File: src/rtl/pipelined_addsub_unit.sv
`default_nettype none
// ============================================================================
// Module   : pipelined_addsub_unit
// Purpose  : Two-stage pipelined integer ADD/SUB/ADC/SBB unit with a
//            valid/ready handshake, {C,Z,N,V} flags and a pass-through tag.
//            Stage 1 builds the low-half carry-lookahead sum. Stage 2
//            finishes the upper half from the stored carry and forms flags.
// Options  : define ADDSUB_SAT_EN to enable signed saturation on overflow.
// Revision : 1.0 - initial release
// ============================================================================
module pipelined_addsub_unit #(
    parameter int WIDTH    = 8,
    parameter int RESULT_W = 12,
    parameter int TAG_W    = 4
) (
    input  logic                clk,
    input  logic                rst_n,
    input  logic                in_valid,
    output logic                in_ready,
    input  logic [1:0]          in_op,
    input  logic [WIDTH-1:0]    in_a,
    input  logic [WIDTH-1:0]    in_b,
    input  logic                in_cin,
    input  logic [TAG_W-1:0]    in_tag,
    output logic                out_valid,
    input  logic                out_ready,
    output logic [RESULT_W-1:0] out_result,
    output logic [3:0]          out_flags,
    output logic [TAG_W-1:0]    out_tag
);

    // Both halves are the same width because WIDTH is even.
    localparam int LO_W = WIDTH / 2;

    // Opcode encoding. Bit 0 selects subtraction and bit 1 selects the
    // external carry-in, so the decode below uses the bits directly.
    localparam logic [1:0] OP_ADD = 2'b00;
    localparam logic [1:0] OP_SUB = 2'b01;
    localparam logic [1:0] OP_ADC = 2'b10;
    localparam logic [1:0] OP_SBB = 2'b11;

    // Carry-lookahead adder over LO_W bits. The bits are split into 4-bit
    // groups. Each carry inside a group is expanded from the group's
    // carry-in. Group carries chain from one group to the next.
    // The function returns {carry_out, sum}.
    function automatic logic [LO_W:0] cla_add(
        input logic [LO_W-1:0] p,
        input logic [LO_W-1:0] g,
        input logic            cin
    );
        logic [LO_W:0]   c;
        logic [LO_W-1:0] s;
        logic            pp;
        logic            cj;
        int              base;
        c    = '0;
        s    = '0;
        c[0] = cin;
        for (int j = 0; j < LO_W; j++) begin
            base = (j / 4) * 4;
            cj   = 1'b0;
            pp   = 1'b1;
            for (int k = j; k >= base; k--) begin
                cj = cj | (g[k] & pp);
                pp = pp & p[k];
            end
            c[j+1] = cj | (pp & c[base]);
        end
        for (int j = 0; j < LO_W; j++) begin
            s[j] = p[j] ^ c[j];
        end
        return {c[LO_W], s};
    endfunction

    // ------------------------------------------------------------------
    // Pipeline state
    // ------------------------------------------------------------------
    logic               s1_valid;
    logic [LO_W-1:0]    s1_lo_sum;
    logic               s1_lo_cout;
    logic [LO_W-1:0]    s1_p_hi;
    logic [LO_W-1:0]    s1_g_hi;
    logic               s1_a_msb;
    logic [TAG_W-1:0]   s1_tag;

    logic               s2_valid;
    logic [WIDTH-1:0]   s2_sum;
    logic [3:0]         s2_flags;
    logic [TAG_W-1:0]   s2_tag;

    logic               s2_adv;
    logic               accept;

    // ------------------------------------------------------------------
    // Stage 1 combinational: operand conditioning and low-half sum
    // ------------------------------------------------------------------
    logic               sub;
    logic               c0;
    logic [WIDTH-1:0]   b_eff;
    logic [WIDTH-1:0]   g_all;
    logic [WIDTH-1:0]   p_all;
    logic [LO_W:0]      lo_add;

    // Invert B for subtracting ops, pick the carry-in, and add the low half.
    always_comb begin
        sub    = in_op[0];
        c0     = in_op[1] ? in_cin : in_op[0];
        b_eff  = in_b ^ {WIDTH{sub}};
        g_all  = in_a & b_eff;
        p_all  = in_a ^ b_eff;
        lo_add = cla_add(p_all[LO_W-1:0], g_all[LO_W-1:0], c0);
    end

    // ------------------------------------------------------------------
    // Stage 2 combinational: upper-half sum, overflow and flags
    // ------------------------------------------------------------------
    logic [LO_W:0]      hi_add;
    logic [WIDTH-1:0]   raw_sum;
    logic [WIDTH-1:0]   fin_sum;
    logic               carry;
    logic               b_msb;
    logic               ovf;
    logic [3:0]         flags_nxt;

    // Complete the sum from the stored half-carry, then derive the flags.
    // B' msb is recovered as P^A, so only the A msb needs to be stored.
    always_comb begin
        hi_add  = cla_add(s1_p_hi, s1_g_hi, s1_lo_cout);
        raw_sum = {hi_add[LO_W-1:0], s1_lo_sum};
        carry   = hi_add[LO_W];
        b_msb   = s1_p_hi[LO_W-1] ^ s1_a_msb;
        ovf     = (s1_a_msb == b_msb) && (raw_sum[WIDTH-1] != s1_a_msb);
`ifdef ADDSUB_SAT_EN
        // Clamp toward the sign of A. Both operands share that sign whenever
        // overflow occurs.
        if (ovf) begin
            fin_sum = s1_a_msb ? {1'b1, {(WIDTH-1){1'b0}}}
                               : {1'b0, {(WIDTH-1){1'b1}}};
        end else begin
            fin_sum = raw_sum;
        end
`else
        fin_sum = raw_sum;
`endif
        flags_nxt = {carry, (fin_sum == '0), fin_sum[WIDTH-1], ovf};
    end

    // ------------------------------------------------------------------
    // Handshake
    // ------------------------------------------------------------------
    // Stage 2 can advance when it is empty or its result is being taken.
    // Stage 1 can accept when it is empty or it can move into stage 2.
    always_comb begin
        s2_adv   = !s2_valid || out_ready;
        in_ready = !s1_valid || s2_adv;
        accept   = in_valid && in_ready;
    end

    // Stage 1 register: capture the low-half result and upper-half P/G on accept.
    // The op needs no storage because it is fully folded into P/G and the carry.
    always_ff @(posedge clk or negedge rst_n) begin
        if (!rst_n) begin
            s1_valid   <= 1'b0;
            s1_lo_sum  <= '0;
            s1_lo_cout <= 1'b0;
            s1_p_hi    <= '0;
            s1_g_hi    <= '0;
            s1_a_msb   <= 1'b0;
            s1_tag     <= '0;
        end else if (in_ready) begin
            s1_valid <= in_valid;
            if (in_valid) begin
                s1_lo_sum  <= lo_add[LO_W-1:0];
                s1_lo_cout <= lo_add[LO_W];
                s1_p_hi    <= p_all[WIDTH-1:LO_W];
                s1_g_hi    <= g_all[WIDTH-1:LO_W];
                s1_a_msb   <= in_a[WIDTH-1];
                s1_tag     <= in_tag;
            end
        end
    end

    // Stage 2 register: take the finished result whenever stage 2 may advance.
    // Data is held while out_valid is stalled by out_ready.
    always_ff @(posedge clk or negedge rst_n) begin
        if (!rst_n) begin
            s2_valid <= 1'b0;
            s2_sum   <= '0;
            s2_flags <= '0;
            s2_tag   <= '0;
        end else if (s2_adv) begin
            s2_valid <= s1_valid;
            if (s1_valid) begin
                s2_sum   <= fin_sum;
                s2_flags <= flags_nxt;
                s2_tag   <= s1_tag;
            end
        end
    end

    // ------------------------------------------------------------------
    // Outputs
    // ------------------------------------------------------------------
    assign out_valid = s2_valid;
    assign out_flags = s2_flags;
    assign out_tag   = s2_tag;

    generate
        if (RESULT_W > WIDTH) begin : g_zero_ext
            assign out_result = {{(RESULT_W-WIDTH){1'b0}}, s2_sum};
        end else begin : g_no_ext
            assign out_result = s2_sum;
        end
    endgenerate

endmodule
`default_nettype wire

File: config.mk
export PLATFORM = sky130hd
export DESIGN_NAME = pipelined_addsub_unit
export DESIGN_NICKNAME = d
export VERILOG_FILES = /design/src/rtl/pipelined_addsub_unit.sv
export SDC_FILE = /design/constraint.sdc
export NUM_CORES = 1
export LEC_CHECK = 0
export BUFFER_PORTS_ARGS = -buffer_cell sky130_fd_sc_hd__buf_2
export CORE_UTILIZATION = 30
export DETAILED_ROUTE_END_ITERATION = 8
export PLACE_DENSITY = 0.62
export SLEW_MARGIN = 20
export SYNTH_ARGS = -nofsm -noshare
export SYNTH_HDL_FRONTEND = slang
export SYNTH_SLANG_ARGS = --single-unit
File: constraint.sdc
create_clock -name clk -period 1.7 [get_ports clk]
set_clock_uncertainty 0.05 [all_clocks]
set_input_delay 0.255 -clock clk [delete_from_list [all_inputs] [get_ports clk]]
set_output_delay 0.255 -clock clk [all_outputs]
set_load 0.01 [all_outputs]
==> qor.yml, run 1 <==
yosys:
  netlist_instances: 140
  yosysSeqAreaShare: 0.501
  yosys_warnings: 0
  syn-cell-area_um2: 1750
  synth_seq_cells: 35
  yosysUniqueCellTypes: 33
  synth.avg_cell_area_um2: 12.5
placement:
  dp_slack_ns: -0.128
  gp_congestion: 0.691
  place_area_um2: 2070
  place_hpwl_um: 2360
  port_buffers: 44
die:
  ios: 49
  dieArea_um2: 6130
  coreArea_um2: 5570
  die_h_um: 78.3
  die_x_um: 78.3
  initial_core_util: 0.313
  core.rowCount: 27
setup_path:
  reg2reg_from: "s1_p_hi[1]"
  start_kind: "input pin"
  path_class: "input pin to flop"
  r2r_end: "out_flags[3]"
  critPathCaptureType: "flop"
  rrSetupSlack_ns: 0.28
  worstPathRequired_ns: 1.82
  crit_fanout: 5
  cp.arrival_ns: 1.65
  reg2reg_depth: 4
status:
  status: "finished clean"
global_routing:
  gr-total-overflow: 0
  antenna_found_initial: 0
  grt_pass1_vias: 1236
  grt_first_pass_wirelength_um: 5440
  grtUsageTotal: 0.116
  grt_max_degree: 36
sta:
  fin_crit_sh: 0.900
  fin_crit_ns: 1.53
  rsz0062_at_grt: "no"
  fmax_mhz: 653
  tns_ns: 0
  finalWorstSetupSlack_ns: 0.169
  slew_viol_final: 0
  finalHoldViolCount: 0
  finalSetupViolCount: 0
pwr:
  cellPowerDensity_nw_per_um2: 1140
  leakage_nw: 1.03
  ir_worst_vdd_uv: 343
cts:
  cts-buffers-inserted: 5
  tritoncts: "done"
  clock-sinks: 35
  clk_latency_ns: 0.28
  clockBufferDepth: 2
  cts-root-buf: "clkbuf_8"
  clk_pin_slew_worst_paths_ns: 0.07
  htreeDepth: 2
job:
  max_cap_violations: 0
hold_path:
  min_to: "s1_tag[2]"
  hp-start: "in_tag[2]"
  hp-class: "input pin to flop"
  whs_path_depth: 2
routing:
  drc_errors: 0
  wirelength_um: 3100
  routed-wl-met2_um: 1490
  wire_per_inst_um: 11.7
  ant_nets: 0
  drtIter0Drc: 45
  via_count: 1155
  vias_per_cell: 4.38
  top_layer_used: "met4"
  wl_met1_um: 1390
  wl_met3_um: 160
  firstDrtPassIters: 3
finish:
  nets: 228
  antennaDiodeCount: 0
  stdcell_area_um2: 2160
  final_common_cell: "buf_2"
  syn2layout_area_growth_pct: 23.5
  nFillCells: 573
  drive_gt1_frac: 0.318
  final_cell_mix: "buf_2, dfrtp_1, mux2_1"
worst max-delay path, cell delays in order:
cell	delay, ns
buf_2	0.14
xor2_1	0.15
ha_1	0.33
a21o_1	0.19
a221o_1	0.35
xnor2_1	0.16
o21ai_1	0.07
what timing repair did:
action                                 4_1_cts  5_1_grt
setup buffers                                0        0
endpoints found under the hold margin       35        0
hold buffers                                 1        0
gates resized for setup                      0        0
sequential cells by signal (all words and copies together), names as in the netlist, 4 cells and up:
signal,cells
out_flags,4
s1_tag,4
s1_p_hi,4
s1_g_hi,4
s2_sum,7
out_tag,4
s1_lo_sum,4
logic make-up (layout without fill, tap and decap cells):
| kind of cell | Yosys count | after routing | share of synthesized area |
|---|---|---|---|
| xor+xnor | 14 | 14 | 0.0702 |
| compound gates | 20 | 20 | 0.0781 |
| fa+ha+maj | 10 | 10 | 0.0759 |
| simple gates | 25 | 25 | 0.0745 |
| other cells | 1 | 4 | 0.00215 |
| flops | 35 | 35 | 0.501 |
| mux | 24 | 24 | 0.157 |
| buf+inv | 11 | 60 | 0.0408 |
how the worst max path moves through the flow:
stage	slack, ns	startpoint	endpoint
after global placement	-0.11	in_op[0]	s1_lo_sum[3]
final	0.17	in_op[0]	s1_lo_sum[3]
after global routing	0.06	in_op[0]	s1_lo_sum[3]
after CTS	0.17	in_op[0]	s1_lo_sum[3]
after floorplan	-0.05	in_op[0]	s1_lo_sum[3]
after detailed placement	-0.13	in_op[0]	s1_lo_sum[3]
synthesized netlist by cell type:
cell,instances,area (µm²)
a221o_1,1,10.0
o31a_1,1,8.76
buf_4,5,37.5
buf_6,1,11.3
and3_1,1,6.26
a31oi_1,2,12.5
nor4_1,1,6.26
xnor2_1,4,35.0
inv_1,1,3.75
nand3b_2,1,11.3
dfrtp_1,35,876
nand3_1,1,5.00
a21oi_1,4,20.0
buf_2,3,15.0
mux2_4,1,15.0
a21o_1,1,7.51
clkbuf_1,1,3.75
o21ai_1,5,25.0
nand2_4,1,11.3
ha_1,9,113
nor3_1,2,10.0
nor2_1,2,7.51
conb_1,1,3.75
nand2b_1,4,25.0
a211oi_2,1,12.5
xor2_1,10,87.6
o21a_1,2,15.0
o41ai_1,2,17.5
o31ai_1,1,7.51
mux2_1,23,259
fa_1,1,20.0
nand2_1,11,41.3
and2_1,1,6.26
final cells by class:
class / instances / area (µm²) / area share
multi-input combinational: 97 / 818 / 0.379
timing repair buffer: 51 / 288 / 0.133
clock inverter: 1 / 5.00 / 0.00232
tap: 72 / 90.1 / 0.0418
sequential: 35 / 876 / 0.406
clock buffer: 7 / 76.3 / 0.0354
inverter: 1 / 3.75 / 0.00174
stage by stage:
step                utilization  hold slack, ns  total power [mW]  cells
CTS                       0.387           0.128              2.52    264
detailed placement        0.371           0.266              1.94    255
global route              0.387           0.123              2.67    264
floorplan                     -         -0.0906              1.65    143
global placement          0.371           0.265              1.91    255
finish                    0.387           0.132              2.46    264
where the power goes:
group	internal, mW	switching [mW]	total (mW)	leakage [nW]
registers	1.05	0.135	1.18	0.420
clock network	0.287	0.277	0.564	0.0422
logic	0.363	0.357	0.720	0.571
routing by layer:
| layer | vias to the layer above | track usage |
|---|---|---|
| met5 | - | 0 |
| met4 | 0 | 0.0500 |
| met3 | 6 | 0.0279 |
| met2 | 37 | 0.204 |
| met1 | 533 | 0.133 |
| li1 | 579 | - |
Power figures use the tool's default switching activity.
==> inputs of run 2 (changes only) <==
--- a/config.mk
+++ b/config.mk
@@ -9,6 +9,7 @@
 export CORE_UTILIZATION = 30
 export DETAILED_ROUTE_END_ITERATION = 8
 export PLACE_DENSITY = 0.62
+export SKIP_CTS_REPAIR_TIMING = 1
 export SLEW_MARGIN = 20
 export SYNTH_ARGS = -nofsm -noshare
 export SYNTH_HDL_FRONTEND = slang
==> constraint.sdc (replaced) <==
create_clock -name clk -period 1.7 [get_ports clk]
set_clock_uncertainty 0.05 [all_clocks]
set_input_delay 0.085 -clock clk [delete_from_list [all_inputs] [get_ports clk]]
set_output_delay 0.085 -clock clk [all_outputs]
set_load 0.01 [all_outputs]
==> run 2 against run 1 <==
  * Sequential share of layout area shrank 1.0 points
  * Sequential cell count is the same
  * Core utilization grew 1.0 points
  * Sequential power is essentially flat
  * Register-to-register slack lost 0.03 ns
  * Critical endpoint is now s1_lo_cout
  * Largest power group unchanged
==> qor.yml, run 2 (synthesized netlist as in run 1, its figures left out) <==
sta:
  fin_crit_sh: 0.855
  slew_viol_final: 0
  fmax_mhz: 688
  fin_hold_ws_ns: 0.00679
  finalSetupViolCount: 0
  fin_crit_ns: 1.45
  finalHoldViolCount: 0
  rsz0062_at_grt: "no"
finish:
  final_cell_mix: "buf_2, dfrtp_1, mux2_1"
  drive_gt1_frac: 0.313
  seqCellArea_um2: 876
  largest_reg_flops: 7
  multi_input_area_um2: 811
  antennaDiodeCount: 0
  nFillCells: 552
  nets: 234
  final_common_cell: "buf_2"
  syn2layout_area_growth_pct: 26.7
  top_register: "s2_sum"
  stdcell_area_um2: 2210
cts:
  clock-sinks: 35
  cts-buffers-inserted: 5
  clk_pin_slew_worst_paths_ns: 0.06
  clockBufferDepth: 2
  clk_latency_ns: 0.28
  tritoncts: "done"
  htreeDepth: 2
  cts-root-buf: "clkbuf_8"
setup_path:
  crit_fanout: 6
  start_kind: "input pin"
  path_class: "input pin to flop"
  worstPathRequired_ns: 1.82
  cp.arrival_ns: 1.57
  critPathCaptureType: "flop"
pwr:
  ir_worst_vdd_uv: 375
  leakage_nw: 1.06
  cellPowerDensity_nw_per_um2: 1150
die:
  die_h_um: 78.3
  initial_core_util: 0.313
  coreArea_um2: 5570
  die_x_um: 78.3
  ios: 49
  core.rowCount: 27
  dieArea_um2: 6130
global_routing:
  grt_pass1_vias: 1082
  gr-total-overflow: 0
  grt_max_degree: 36
  grtUsageTotal: 0.110
  antenna_found_initial: 0
  grt_first_pass_wirelength_um: 5200
placement:
  place_area_um2: 2050
  gp_congestion: 0.723
  port_buffers: 44
  place_hpwl_um: 2340
routing:
  wirelength_um: 3060
  vias_per_cell: 4.33
  ant_nets: 0
  drc_errors: 0
  via_count: 1169
  wire_per_inst_um: 11.3
  drtIter0Drc: 46
  firstDrtPassIters: 5
status:
  status: "finished clean"
job:
  max_cap_violations: 0
hold_path:
  hp-class: "input pin to flop"
-- run 2: cell count changes in the layout (fill, tap and decap cells not counted), sizes merged --
cell / delta
clkinv: -1
clkbuf: +1
buf: +1
dlygate4sd3: +5
-- run 2: worst paths after layout --
| kind | cells past startpoint | end | start | slack (ns) |
|---|---|---|---|---|
| worst min-delay path | 2 | s1_valid | in_valid | 0.007 |
| max in group asynchronous | 3 | s1_lo_sum[0] | rst_n | 0.97 |
| worst max register to register | 4 | out_flags[2] | s1_lo_cout | 0.25 |
| worst max-delay path | 7 | s1_lo_cout | in_op[0] | 0.25 |
| min in group asynchronous | 3 | s1_tag[3] | rst_n | 0.32 |
| worst min register to register | 2 | out_flags[2] | out_flags[2] | 0.42 |
-- run 2: worst max-delay path, stage by stage --
cell	delay [ns]
buf_2	0.15
xor2_1	0.17
ha_1	0.31
a21o_1	0.20
a221o_1	0.38
a211oi_2	0.22
nor2_1	0.06
-- run 2: cell type report --
class,count,area share
Sequential cell,35,0.396
Tap cell,72,0.0407
Multi-Input combinational cell,97,0.366
Inverter,1,0.00170
Timing Repair Buffer,57,0.150
Clock buffer,8,0.0452
-- run 2: layer usage --
layer,vias up,GRT usage,part of all wire
met1,534,0.155,0.52
met3,4,0.0326,0.046
met4,0,0.0333,0.012
met2,38,0.161,0.42
met5,-,0,0
li1,593,-,-
-- run 2: report_power, final --
| group | leakage, nW | total, mW | internal (mW) | switching [mW] |
|---|---|---|---|---|
| logic | 0.590 | 0.714 | 0.362 | 0.352 |
| registers | 0.420 | 1.18 | 1.05 | 0.135 |
| clock network | 0.0515 | 0.642 | 0.369 | 0.273 |
-- run 2: metrics by stage --
step / util / TNS [ns] / total power [mW] / setup WS, ns / std cells
floorplan: - / 0 / 1.65 / 0.0153 / 143
global placement: 0.368 / -0.0255 / 1.91 / -0.0255 / 256
detailed placement: 0.368 / -0.0657 / 1.92 / -0.0508 / 256
CTS: 0.386 / 0 / 2.59 / 0.212 / 264
global route: 0.397 / 0 / 2.74 / 0.136 / 270
finish: 0.397 / 0 / 2.54 / 0.247 / 270
==> inputs of run 3 (changes only) <==
--- a/config.mk
+++ b/config.mk
@@ -5,7 +5,9 @@
 export SDC_FILE = /design/constraint.sdc
 export NUM_CORES = 1
 export LEC_CHECK = 0
+export ABC_CLOCK_PERIOD_IN_PS = 1700
 export BUFFER_PORTS_ARGS = -buffer_cell sky130_fd_sc_hd__buf_2
+export CORE_MARGIN = 5
 export CORE_UTILIZATION = 30
 export DETAILED_ROUTE_END_ITERATION = 8
 export PLACE_DENSITY = 0.62
==> run 3 against run 2 <==
  * Fmax decreased by 0.20%
  * Register-to-register slack about the same
  * Worst hold slack worse by 0.0056 ns
  * First-iteration DRC count shrank 37%
  * Routed wire length rose by 9.7%
  * Power increased by 5.0%
  * Final cell count shrank 0.74%
  * Non-clock buffer count is 2 lower
  * Clock-buffer cell count down 2
  * Sequential cell count is the same
  * Critical endpoint unchanged
  * Highest routed layer unchanged
==> qor.yml, run 3 (synthesized netlist as in run 1, its figures left out) <==
global_routing:
  grt_use_met2: 0.176
  grtUsageTotal: 0.104
  grt.met1_usage: 0.115
  grt_pass1_vias: 1313
  met3_usage: 0.0390
  antenna_found_initial: 0
  grt_max_degree: 36
  grt.busiest_layer: "met2"
  gr-total-overflow: 0
  grt_first_pass_wirelength_um: 5950
finish:
  drive_gt1_frac: 0.311
  seqCellArea_um2: 876
  syn2layout_area_growth_pct: 26.9
  multi_input_area_um2: 811
  nFillCells: 546
  final_common_cell: "buf_2"
  nets: 232
  antennaDiodeCount: 0
  largest_reg_flops: 7
  final_cell_mix: "buf_2, dfrtp_1, mux2_1"
  top_register: "s2_sum"
routing:
  drtIter0Drc: 29
  drc_errors: 0
  firstDrtPassIters: 4
  ant_nets: 0
  wire_per_inst_um: 12.5
  via_count: 1194
  wirelength_um: 3350
  vias_per_cell: 4.46
cts:
  clk_latency_ns: 0.28
  clock-sinks: 35
  clk_pin_slew_worst_paths_ns: 0.07
  tritoncts: "done"
  clockBufferDepth: 2
  htreeDepth: 2
  cts-root-buf: "clkbuf_8"
  cts-buffers-inserted: 5
placement:
  place_hpwl_um: 2570
  gp_congestion: 0.748
  port_buffers: 44
hold_path:
  hp-start: "in_valid"
  whs_path_depth: 2
  min_to: "s1_valid"
  hp-class: "input pin to flop"
setup_path:
  rrSetupSlack_ns: 0.25
  r2r_end: "out_flags[2]"
  reg2reg_depth: 4
  cp.arrival_ns: 1.58
  critPathCaptureType: "flop"
  start_kind: "input pin"
  path_class: "input pin to flop"
  crit_fanout: 5
  reg2reg_from: "s1_lo_cout"
  worstPathRequired_ns: 1.82
die:
  coreArea_um2: 5570
  die_x_um: 86.3
  core.rowCount: 27
  initial_core_util: 0.313
  dieArea_um2: 7450
  die_h_um: 86.3
  ios: 49
sta:
  fin_hold_ws_ns: 0.00114
  tns_ns: 0
  finalHoldViolCount: 0
  finalSetupViolCount: 0
  fin_crit_sh: 0.856
  fin_crit_ns: 1.46
  fmax_mhz: 687
  rsz0062_at_grt: "no"
  slew_viol_final: 0
pwr:
  p_sw_mw: 0.784
  p_clk_frac: 0.286
  ir_worst_vdd_uv: 379
  leakage_nw: 1.06
  p_total_mw: 2.66
  cellPowerDensity_nw_per_um2: 1200
  netSwitchingFraction: 0.294
  internal_power_mw: 1.88
  comb_power_share: 0.271
  pwr-share-seq: 0.442
job:
  max_cap_violations: 0
status:
  status: "finished clean"
run 3: cell types whose count changed in the layout (fill, tap and decap cells not counted), sizes merged:
cell | previous run | this run
clkbuf | 8 | 6
clkinv | 0 | 1
bufinv | 0 | 1
buf | 51 | 49
run 3: per-stage QoR:
step | util | area [µm²] | setup slack, ns | cells
after floorplan | - | 1760 | 0.0153 | 143
after global placement | 0.366 | 2040 | -0.0210 | 254
after detailed placement | 0.366 | 2040 | -0.0394 | 254
after CTS | 0.387 | 2160 | 0.231 | 262
after global routing | 0.398 | 2220 | 0.0738 | 268
final | 0.398 | 2220 | 0.244 | 268
run 3: critical path: stages:
cell      delay (ns)
buf_2           0.14
xor2_1          0.16
ha_1            0.31
a21o_1          0.21
a221o_1         0.39
a211oi_2        0.22
nor2_1          0.07
run 3: power groups by stage:
| stage | clock network (mW) | registers (mW) | logic (mW) |
|---|---|---|---|
| after floorplan | 0 | 1.24 | 0.410 |
| after global placement | 0 | 1.19 | 0.719 |
| after detailed placement | 0 | 1.20 | 0.736 |
| after CTS | 0.799 | 1.18 | 0.739 |
| after global routing | 0.846 | 1.22 | 0.823 |
| final | 0.763 | 1.18 | 0.723 |
run 3: routing by layer:
| layer | part of all wire | vias up |
|---|---|---|
| met3 | 0.070 | 4 |
| met1 | 0.43 | 562 |
| met4 | 0.011 | 0 |
| met2 | 0.49 | 37 |
| li1 | - | 591 |
| met5 | 0 | - |
run 3: area by class of cell:
type	count	share of cell area
Inverter	1	0.00169
Sequential cell	35	0.395
Tap cell	72	0.0407
Clock buffer	6	0.0373
Clock inverter	2	0.0158
Timing Repair Buffer	55	0.143
Multi-Input combinational cell	97	0.366
run 3: worst max-delay path by stage:
stage,from,endpoint,depth (start not counted)
after CTS,s1_lo_cout,out_flags[2],4
final,in_op[0],s1_lo_cout,7
after global routing,s1_lo_cout,out_flags[2],4
after global placement,in_op[0],s1_lo_cout,7
after detailed placement,in_op[0],s1_lo_cout,7
after floorplan,in_op[0],s1_lo_cout,7
